===== src/rtl/hacd_pkg.sv =====
// Shared HACD constants and the page-writer FSM state encoding.
package hacd_pkg;

    localparam int PAGE_LINES = 64;
    localparam int LINE_SHIFT = 6;
    localparam int PAGE_SHIFT = 12;

    typedef logic [2:0] pgwr_state_t;

    localparam pgwr_state_t PGWR_IDLE  = 3'd0;
    localparam pgwr_state_t PGWR_LOAD  = 3'd1;
    localparam pgwr_state_t PGWR_ISSUE = 3'd2;
    localparam pgwr_state_t PGWR_RESP  = 3'd3;
    localparam pgwr_state_t PGWR_DONE  = 3'd4;
    localparam pgwr_state_t PGWR_ERROR = 3'd5;

endpackage


===== src/rtl/hawk_decomp_pgwr_if.sv =====
// Page-writer bus bundle: manager control, cacheline stream and AXI write channels.
interface hawk_decomp_pgwr_if #(
    parameter int ADDR_W = 64,
    parameter int DATA_W = 512
);
    logic                  dcmp_wr_start;
    logic [ADDR_W-1:0]     dcmp_wr_pgaddr;
    logic                  line_valid;
    logic [DATA_W-1:0]     line_data;
    logic                  line_ready;
    logic                  awvalid;
    logic [ADDR_W-1:0]     awaddr;
    logic [7:0]            awlen;
    logic                  awready;
    logic                  wvalid;
    logic [DATA_W-1:0]     wdata;
    logic [DATA_W/8-1:0]   wstrb;
    logic                  wlast;
    logic                  wready;
    logic                  bvalid;
    logic [1:0]            bresp;
    logic                  bready;
    logic                  busy;
    logic                  dcmp_wr_done;
    logic                  dcmp_wr_error;

    modport master (
        input  dcmp_wr_start, dcmp_wr_pgaddr, line_valid, line_data,
               awready, wready, bvalid, bresp,
        output line_ready, awvalid, awaddr, awlen, wvalid, wdata, wstrb, wlast,
               bready, busy, dcmp_wr_done, dcmp_wr_error
    );

    modport slave (
        output dcmp_wr_start, dcmp_wr_pgaddr, line_valid, line_data,
               awready, wready, bvalid, bresp,
        input  line_ready, awvalid, awaddr, awlen, wvalid, wdata, wstrb, wlast,
               bready, busy, dcmp_wr_done, dcmp_wr_error
    );
endinterface


===== src/rtl/hawk_decomp_pgwr.sv =====
// Writes one decompressed 4KB page to memory as single-beat AXI writes,
// one outstanding write at a time.
module hawk_decomp_pgwr
    import hacd_pkg::*;
#(
    parameter int ADDR_W = 64,
    parameter int DATA_W = 512,
    parameter int LINES  = PAGE_LINES
) (
    input  logic                 clk_i,
    input  logic                 rst_i,
    hawk_decomp_pgwr_if.master   bus
);

    localparam int CNT_W = $clog2(LINES) + 1;
    localparam logic [ADDR_W-1:0] PAGE_OFF_MASK = ADDR_W'((1 << PAGE_SHIFT) - 1);

    pgwr_state_t         state_q, state_d;
    logic [ADDR_W-1:0]   base_q, base_d;
    logic [CNT_W-1:0]    cnt_q, cnt_d;
    logic [DATA_W-1:0]   buf_q, buf_d;
    logic                aw_pend_q, aw_pend_d;
    logic                w_pend_q, w_pend_d;
    logic                err_q, err_d;

    always_comb begin
        state_d   = state_q;
        base_d    = base_q;
        cnt_d     = cnt_q;
        buf_d     = buf_q;
        aw_pend_d = aw_pend_q;
        w_pend_d  = w_pend_q;
        err_d     = err_q;
        unique case (state_q)
            PGWR_IDLE: begin
                cnt_d = '0;
                if (bus.dcmp_wr_start) begin
                    base_d  = bus.dcmp_wr_pgaddr & ~PAGE_OFF_MASK;
                    state_d = PGWR_LOAD;
                end
            end
            PGWR_LOAD: begin
                if (bus.line_valid) begin
                    buf_d     = bus.line_data;
                    aw_pend_d = 1'b1;
                    w_pend_d  = 1'b1;
                    state_d   = PGWR_ISSUE;
                end
            end
            PGWR_ISSUE: begin
                // AW and W retire independently; leave only once both have gone.
                if (aw_pend_q && bus.awready) aw_pend_d = 1'b0;
                if (w_pend_q && bus.wready)   w_pend_d  = 1'b0;
                if (!aw_pend_d && !w_pend_d)  state_d   = PGWR_RESP;
            end
            PGWR_RESP: begin
                if (bus.bvalid) begin
                    if (bus.bresp != 2'b00) begin
                        err_d   = 1'b1;
                        state_d = PGWR_ERROR;
                    end else if (cnt_q == CNT_W'(LINES - 1)) begin
                        state_d = PGWR_DONE;
                    end else begin
                        cnt_d   = cnt_q + CNT_W'(1);
                        state_d = PGWR_LOAD;
                    end
                end
            end
            PGWR_DONE:  state_d = PGWR_IDLE;
            PGWR_ERROR: state_d = PGWR_ERROR;
            default:    state_d = PGWR_IDLE;
        endcase
    end

    always_ff @(posedge clk_i) begin
        if (rst_i) begin
            state_q   <= PGWR_IDLE;
            base_q    <= '0;
            cnt_q     <= '0;
            buf_q     <= '0;
            aw_pend_q <= 1'b0;
            w_pend_q  <= 1'b0;
            err_q     <= 1'b0;
        end else begin
            state_q   <= state_d;
            base_q    <= base_d;
            cnt_q     <= cnt_d;
            buf_q     <= buf_d;
            aw_pend_q <= aw_pend_d;
            w_pend_q  <= w_pend_d;
            err_q     <= err_d;
        end
    end

    assign bus.line_ready    = (state_q == PGWR_LOAD);
    assign bus.awvalid       = (state_q == PGWR_ISSUE) && aw_pend_q;
    assign bus.awaddr        = base_q + (ADDR_W'(cnt_q) << LINE_SHIFT);
    assign bus.awlen         = '0;
    assign bus.wvalid        = (state_q == PGWR_ISSUE) && w_pend_q;
    assign bus.wdata         = buf_q;
    assign bus.wstrb         = '1;
    assign bus.wlast         = bus.wvalid;
    assign bus.bready        = (state_q == PGWR_RESP);
    assign bus.busy          = (state_q != PGWR_IDLE);
    assign bus.dcmp_wr_done  = (state_q == PGWR_DONE);
    assign bus.dcmp_wr_error = err_q;

endmodule


===== src/flat_wrapper.sv =====
// flat-port wrapper written by rule: the top's interface ports become plain ports
module hawk_decomp_pgwr_flat import hacd_pkg::*;
#(
    parameter int ADDR_W = 64,
    parameter int DATA_W = 512,
    parameter int LINES  = PAGE_LINES
)
  (clk_i, rst_i, bus_dcmp_wr_start, bus_dcmp_wr_pgaddr, bus_line_valid, bus_line_data, bus_awready, bus_wready, bus_bvalid, bus_bresp, bus_line_ready, bus_awvalid, bus_awaddr, bus_awlen, bus_wvalid, bus_wdata, bus_wstrb, bus_wlast, bus_bready, bus_busy, bus_dcmp_wr_done, bus_dcmp_wr_error);
  hawk_decomp_pgwr_if #(.ADDR_W(ADDR_W), .DATA_W(DATA_W)) bus_i ();
  input  logic clk_i;
  input  logic rst_i;
  input wire logic [$bits(bus_i.dcmp_wr_start)-1:0] bus_dcmp_wr_start;
  input wire logic [$bits(bus_i.dcmp_wr_pgaddr)-1:0] bus_dcmp_wr_pgaddr;
  input wire logic [$bits(bus_i.line_valid)-1:0] bus_line_valid;
  input wire logic [$bits(bus_i.line_data)-1:0] bus_line_data;
  input wire logic [$bits(bus_i.awready)-1:0] bus_awready;
  input wire logic [$bits(bus_i.wready)-1:0] bus_wready;
  input wire logic [$bits(bus_i.bvalid)-1:0] bus_bvalid;
  input wire logic [$bits(bus_i.bresp)-1:0] bus_bresp;
  output wire logic [$bits(bus_i.line_ready)-1:0] bus_line_ready;
  output wire logic [$bits(bus_i.awvalid)-1:0] bus_awvalid;
  output wire logic [$bits(bus_i.awaddr)-1:0] bus_awaddr;
  output wire logic [$bits(bus_i.awlen)-1:0] bus_awlen;
  output wire logic [$bits(bus_i.wvalid)-1:0] bus_wvalid;
  output wire logic [$bits(bus_i.wdata)-1:0] bus_wdata;
  output wire logic [$bits(bus_i.wstrb)-1:0] bus_wstrb;
  output wire logic [$bits(bus_i.wlast)-1:0] bus_wlast;
  output wire logic [$bits(bus_i.bready)-1:0] bus_bready;
  output wire logic [$bits(bus_i.busy)-1:0] bus_busy;
  output wire logic [$bits(bus_i.dcmp_wr_done)-1:0] bus_dcmp_wr_done;
  output wire logic [$bits(bus_i.dcmp_wr_error)-1:0] bus_dcmp_wr_error;
  assign bus_i.dcmp_wr_start = bus_dcmp_wr_start;
  assign bus_i.dcmp_wr_pgaddr = bus_dcmp_wr_pgaddr;
  assign bus_i.line_valid = bus_line_valid;
  assign bus_i.line_data = bus_line_data;
  assign bus_i.awready = bus_awready;
  assign bus_i.wready = bus_wready;
  assign bus_i.bvalid = bus_bvalid;
  assign bus_i.bresp = bus_bresp;
  assign bus_line_ready = bus_i.line_ready;
  assign bus_awvalid = bus_i.awvalid;
  assign bus_awaddr = bus_i.awaddr;
  assign bus_awlen = bus_i.awlen;
  assign bus_wvalid = bus_i.wvalid;
  assign bus_wdata = bus_i.wdata;
  assign bus_wstrb = bus_i.wstrb;
  assign bus_wlast = bus_i.wlast;
  assign bus_bready = bus_i.bready;
  assign bus_busy = bus_i.busy;
  assign bus_dcmp_wr_done = bus_i.dcmp_wr_done;
  assign bus_dcmp_wr_error = bus_i.dcmp_wr_error;
  hawk_decomp_pgwr #(.ADDR_W(ADDR_W), .DATA_W(DATA_W), .LINES(LINES)) u_core (.clk_i(clk_i), .rst_i(rst_i), .bus(bus_i));
endmodule

===== config.mk =====
export PLATFORM = sky130hd
export DESIGN_NAME = hawk_decomp_pgwr_flat
export DESIGN_NICKNAME = d
export VERILOG_FILES = /design/src/rtl/hacd_pkg.sv /design/src/rtl/hawk_decomp_pgwr_if.sv /design/src/rtl/hawk_decomp_pgwr.sv /design/src/flat_wrapper.sv
export SDC_FILE = /design/constraint.sdc
export NUM_CORES = 1
export LEC_CHECK = 0
export BUFFER_PORTS_ARGS = -buffer_cell sky130_fd_sc_hd__buf_2
export CAP_MARGIN = 20
export CORE_AREA = 2 2 488 490
export CTS_CLUSTER_DIAMETER = 30
export CTS_CLUSTER_SIZE = 28
export DETAILED_ROUTE_END_ITERATION = 8
export DIE_AREA = 0 0 490 492
export SLEW_MARGIN = 15
export SYNTH_ARGS = -nofsm -noshare
export SYNTH_HDL_FRONTEND = slang
export SYNTH_SLANG_ARGS = --single-unit

===== constraint.sdc =====
create_clock -name clk_i -period 2 [get_ports clk_i]
set_input_delay 0.3 -clock clk_i [delete_from_list [all_inputs] [get_ports clk_i]]
set_output_delay 0.3 -clock clk_i [all_outputs]
set_load 0.005 [all_outputs]

==> impl_metrics.yaml <==
power:
  power.share.switching: 0.2622
  power.clock.fraction: 0.620
  p_sw_mw: 12.46
  p_leak_nw: 19.56
  power.density_nw_per_um2: 1047
  ir_drop_uv: 625.5
  internal_power_mw: 35.04
  p_comb_frac: 0.118
  power_frac_seq: 0.262
  power_mw: 47.50
floorplanning:
  initial_core_util: 0.09066
  die_area_sq_um: 241100
  rows: 179
  die_x_um: 490
  core_sq_um: 236300
  boundaryPins: 1241
  die_h_um: 492
timing:
  rsz0062_at_grt: "true"
  clock_skew_ps: 45.36
  fmax_mhz: 315.0
  finalCritPeriodShare: 1.587
  hold_viol: 0
  max_slew_margin: 0.6276
  worstMarginPinSlew_ps: 558.7
  timing.final.ws_setup_ps: -1175
  finalSetupViolCount: 50
  finalCriticalPeriod_ps: 3175
  tns_ps: -44120
  slew_violations: 0
final_layout:
  post_layout_nonfiller_instances: 8083
  final_cell_mix: "buf_2 (1141), nand2_1 (1139), dlygate4sd3_1 (578)"
  multiInputGateArea_sq_um: 9383
  nets: 5281
  syn_to_final_growth_pct: 111.7
  layout-drive-gt1-share: 0.3640
  stdcell_area_sq_um: 45360
  ff_latch_area_sq_um: 11580
  layout_commonest_cell: "buf_2"
  fillers: 26330
synth:
  netlist_area_sq_um: 21420
  syn_avg_cell_area_sq_um: 7.722
  synth_warnings: 0
  syn_inst: 2774
  yosysTopAreaCell: "dfxtp_1"
  yosysSeqAreaShare: 0.5393
  synth_seq_cells: 577
  synth_cell_types: 37
  synth_top_cell_area_share: 0.5393
  synth_area_leaders: "dfxtp_1 (54%), nand2_1 (20%), a21oi_1 (13%)"
routing:
  via_per_inst: 3.404
  ant_nets: 0
  drt_iter0_markers: 1983
  drt-total-wl_um: 190300
  routedWlPerCell_um: 23.54
  drt_first_pass_iters: 5
  route.detailed.drc: 0
  vias: 27510
place:
  numPortBuffers: 1150
  placed_cell_area_sq_um: 32140
  dp.cells: 7085
  dp_hpwl_um: 159200
  dp_slack_ps: -550.7
  place.gp.congestion: 0.9432
setup_path:
  crit_end: "bus_awaddr[56]"
  required_ps: 1700
  cp_max_fo: 3
  crit_arrival_ps: 2870
  end_kind: "output port"
  r2r-start: "u_core.state_q[2]$_SDFFE_PP0P_"
  r2r_end: "u_core.base_q[21]$_SDFFE_PP0P_"
  critPathLaunchType: "flop"
  critical_path_class: "reg2out"
  startpoint: "u_core.base_q[21]$_SDFFE_PP0P_"
  r2r_slack_ps: 80
  reg2reg_depth: 8
clock_network:
  cts_root_buf: "clkbuf_16"
  h-tree-depth: 4
  cts_made_buffers: 173
  cts.reportedPaths.clkPinSlew_ps: 50
  clock_sinks: 577
  cts_tree: "yes"
  clk_path_buf_depth: 3
  clock_latency_ps: 780
status:
  status: "complete, but fails checks"
  violations: "setup timing"
grt:
  grt_max_degree: 73
  grtUsageTotal: 0.1502
  grt_pass1_wl_um: 242100
  grt.overflow.total: 0
  antenna_found_initial: 161
  grt_pass1_vias: 27590
hold_path:
  hp-class: "in2reg"
flow_run:
  maxCapViolCount: 0
==> metal layers <==
metal	global-route usage	wire (um)
met1	0.1501	67150
met4	0.05759	8214
met2	0.2325	82220
met5	0	116
met3	0.1178	32580
==> layout make-up <==
type	instances	share of cell area
antenna	76	0.004193
clock buffer	233	0.1070
clock inverter	89	0.03170
inverter	11	0.0009103
multi-input combinational	1984	0.2069
sequential	577	0.2554
tap	3167	0.08737
timing repair buffer	1946	0.3065
==> cell usage after synthesis <==
library cell,n
a211oi_1,1
a21oi_1,571
a22oi_1,1
a31oi_1,2
and2_1,3
and3_1,11
and3b_1,1
buf_1,4
buf_2,1
buf_4,85
buf_6,1
clkbuf_1,187
conb_1,2
dfxtp_1,577
ha_1,3
inv_1,11
mux2i_1,1
nand2_1,1148
nand2b_1,2
nand3_1,17
nand4_1,28
nand4_2,1
nand4b_1,3
nor2_1,29
nor2b_1,2
nor3_1,8
nor3_2,1
nor3b_1,4
nor4_1,7
nor4_2,1
nor4_4,1
o221ai_1,1
o41ai_1,1
or2_2,3
or4_4,1
xnor2_1,37
xor2_1,17
==> worst min-delay path by stage <==
| stage | cells after the start | startpoint | slack [ps] | endpoint |
|---|---|---|---|---|
| 6_report | 6 | bus_bresp[0] | 90 | u_core.cnt_q[0]$_SDFFE_PP0P_ |
| 5_1_grt | 6 | bus_bresp[0] | 70 | u_core.cnt_q[0]$_SDFFE_PP0P_ |
| 4_1_cts | 6 | bus_bresp[0] | 1 | u_core.cnt_q[0]$_SDFFE_PP0P_ |
| 3_5_place_dp | 2 | u_core.bus.wdata[195]$_SDFFE_PP0P_ | 440 | u_core.bus.wdata[195]$_SDFFE_PP0P_ |
| 3_3_place_gp | 2 | u_core.bus.wdata[181]$_SDFFE_PP0P_ | 440 | u_core.bus.wdata[181]$_SDFFE_PP0P_ |
| 2_1_floorplan | 2 | bus_dcmp_wr_pgaddr[21] | 430 | u_core.base_q[21]$_SDFFE_PP0P_ |
==> critical path, stage by stage, from the launching register on <==
cell and delay [ps]:
dfxtp_4 350, nand4_4 110, or4_4 550, nor4_4 300
buf_12 160, nand4_1 140, xnor2_2 310, buf_12 140
==> what timing repair did <==
action,in CTS,in global routing
hold endpoints to repair,570,0
setup buffers,21,10
resized for setup,117,37
gates cloned,0,3
pin swaps,50,41
hold buffers,578,0
setup endpoints to repair,58,62
==> through the flow <==
stage	hold WS, ps	utilization
finish	85.01	0.1920
global route	66.06	0.1917
CTS	1.055	0.1901
detailed placement	441.6	0.1360
global placement	438.3	0.1360
floorplan	425.6	-
==> flip-flops by register name, indices dropped and copies added (netlist names) <==
signal                    flops
u_core.bus.wdata            512
u_core.base_q                52
u_core.cnt_q                  7
u_core.state_q                3
u_core.aw_pend_q              1
u_core.bus.dcmp_wr_error      1
u_core.w_pend_q               1
==> power by group through the flow <==
stage          Clock, mW  Combinational (mW)  Sequential (mW)
3_5_place_dp           0                4.34             12.6
3_3_place_gp           0                4.35             12.6
5_1_grt             30.7                6.10             12.5
4_1_cts             30.0                5.60             12.4
6_report            29.5                5.59             12.5
2_1_floorplan          0                1.52             12.7
==> logic make-up after synthesis <==
family                   Yosys count  synth area share
AND/OR/NAND/NOR                 1271            0.2346
buffers and inverters            289           0.06595
other                              2         0.0003506
adder cells (fa/ha/maj)            3          0.001753
multiplexers                       1         0.0004673
AO/OA/AOI/OAI                    577            0.1355
flip-flops                       577            0.5393
XOR/XNOR                          54           0.02208
(Power assumes the default switching activity.)
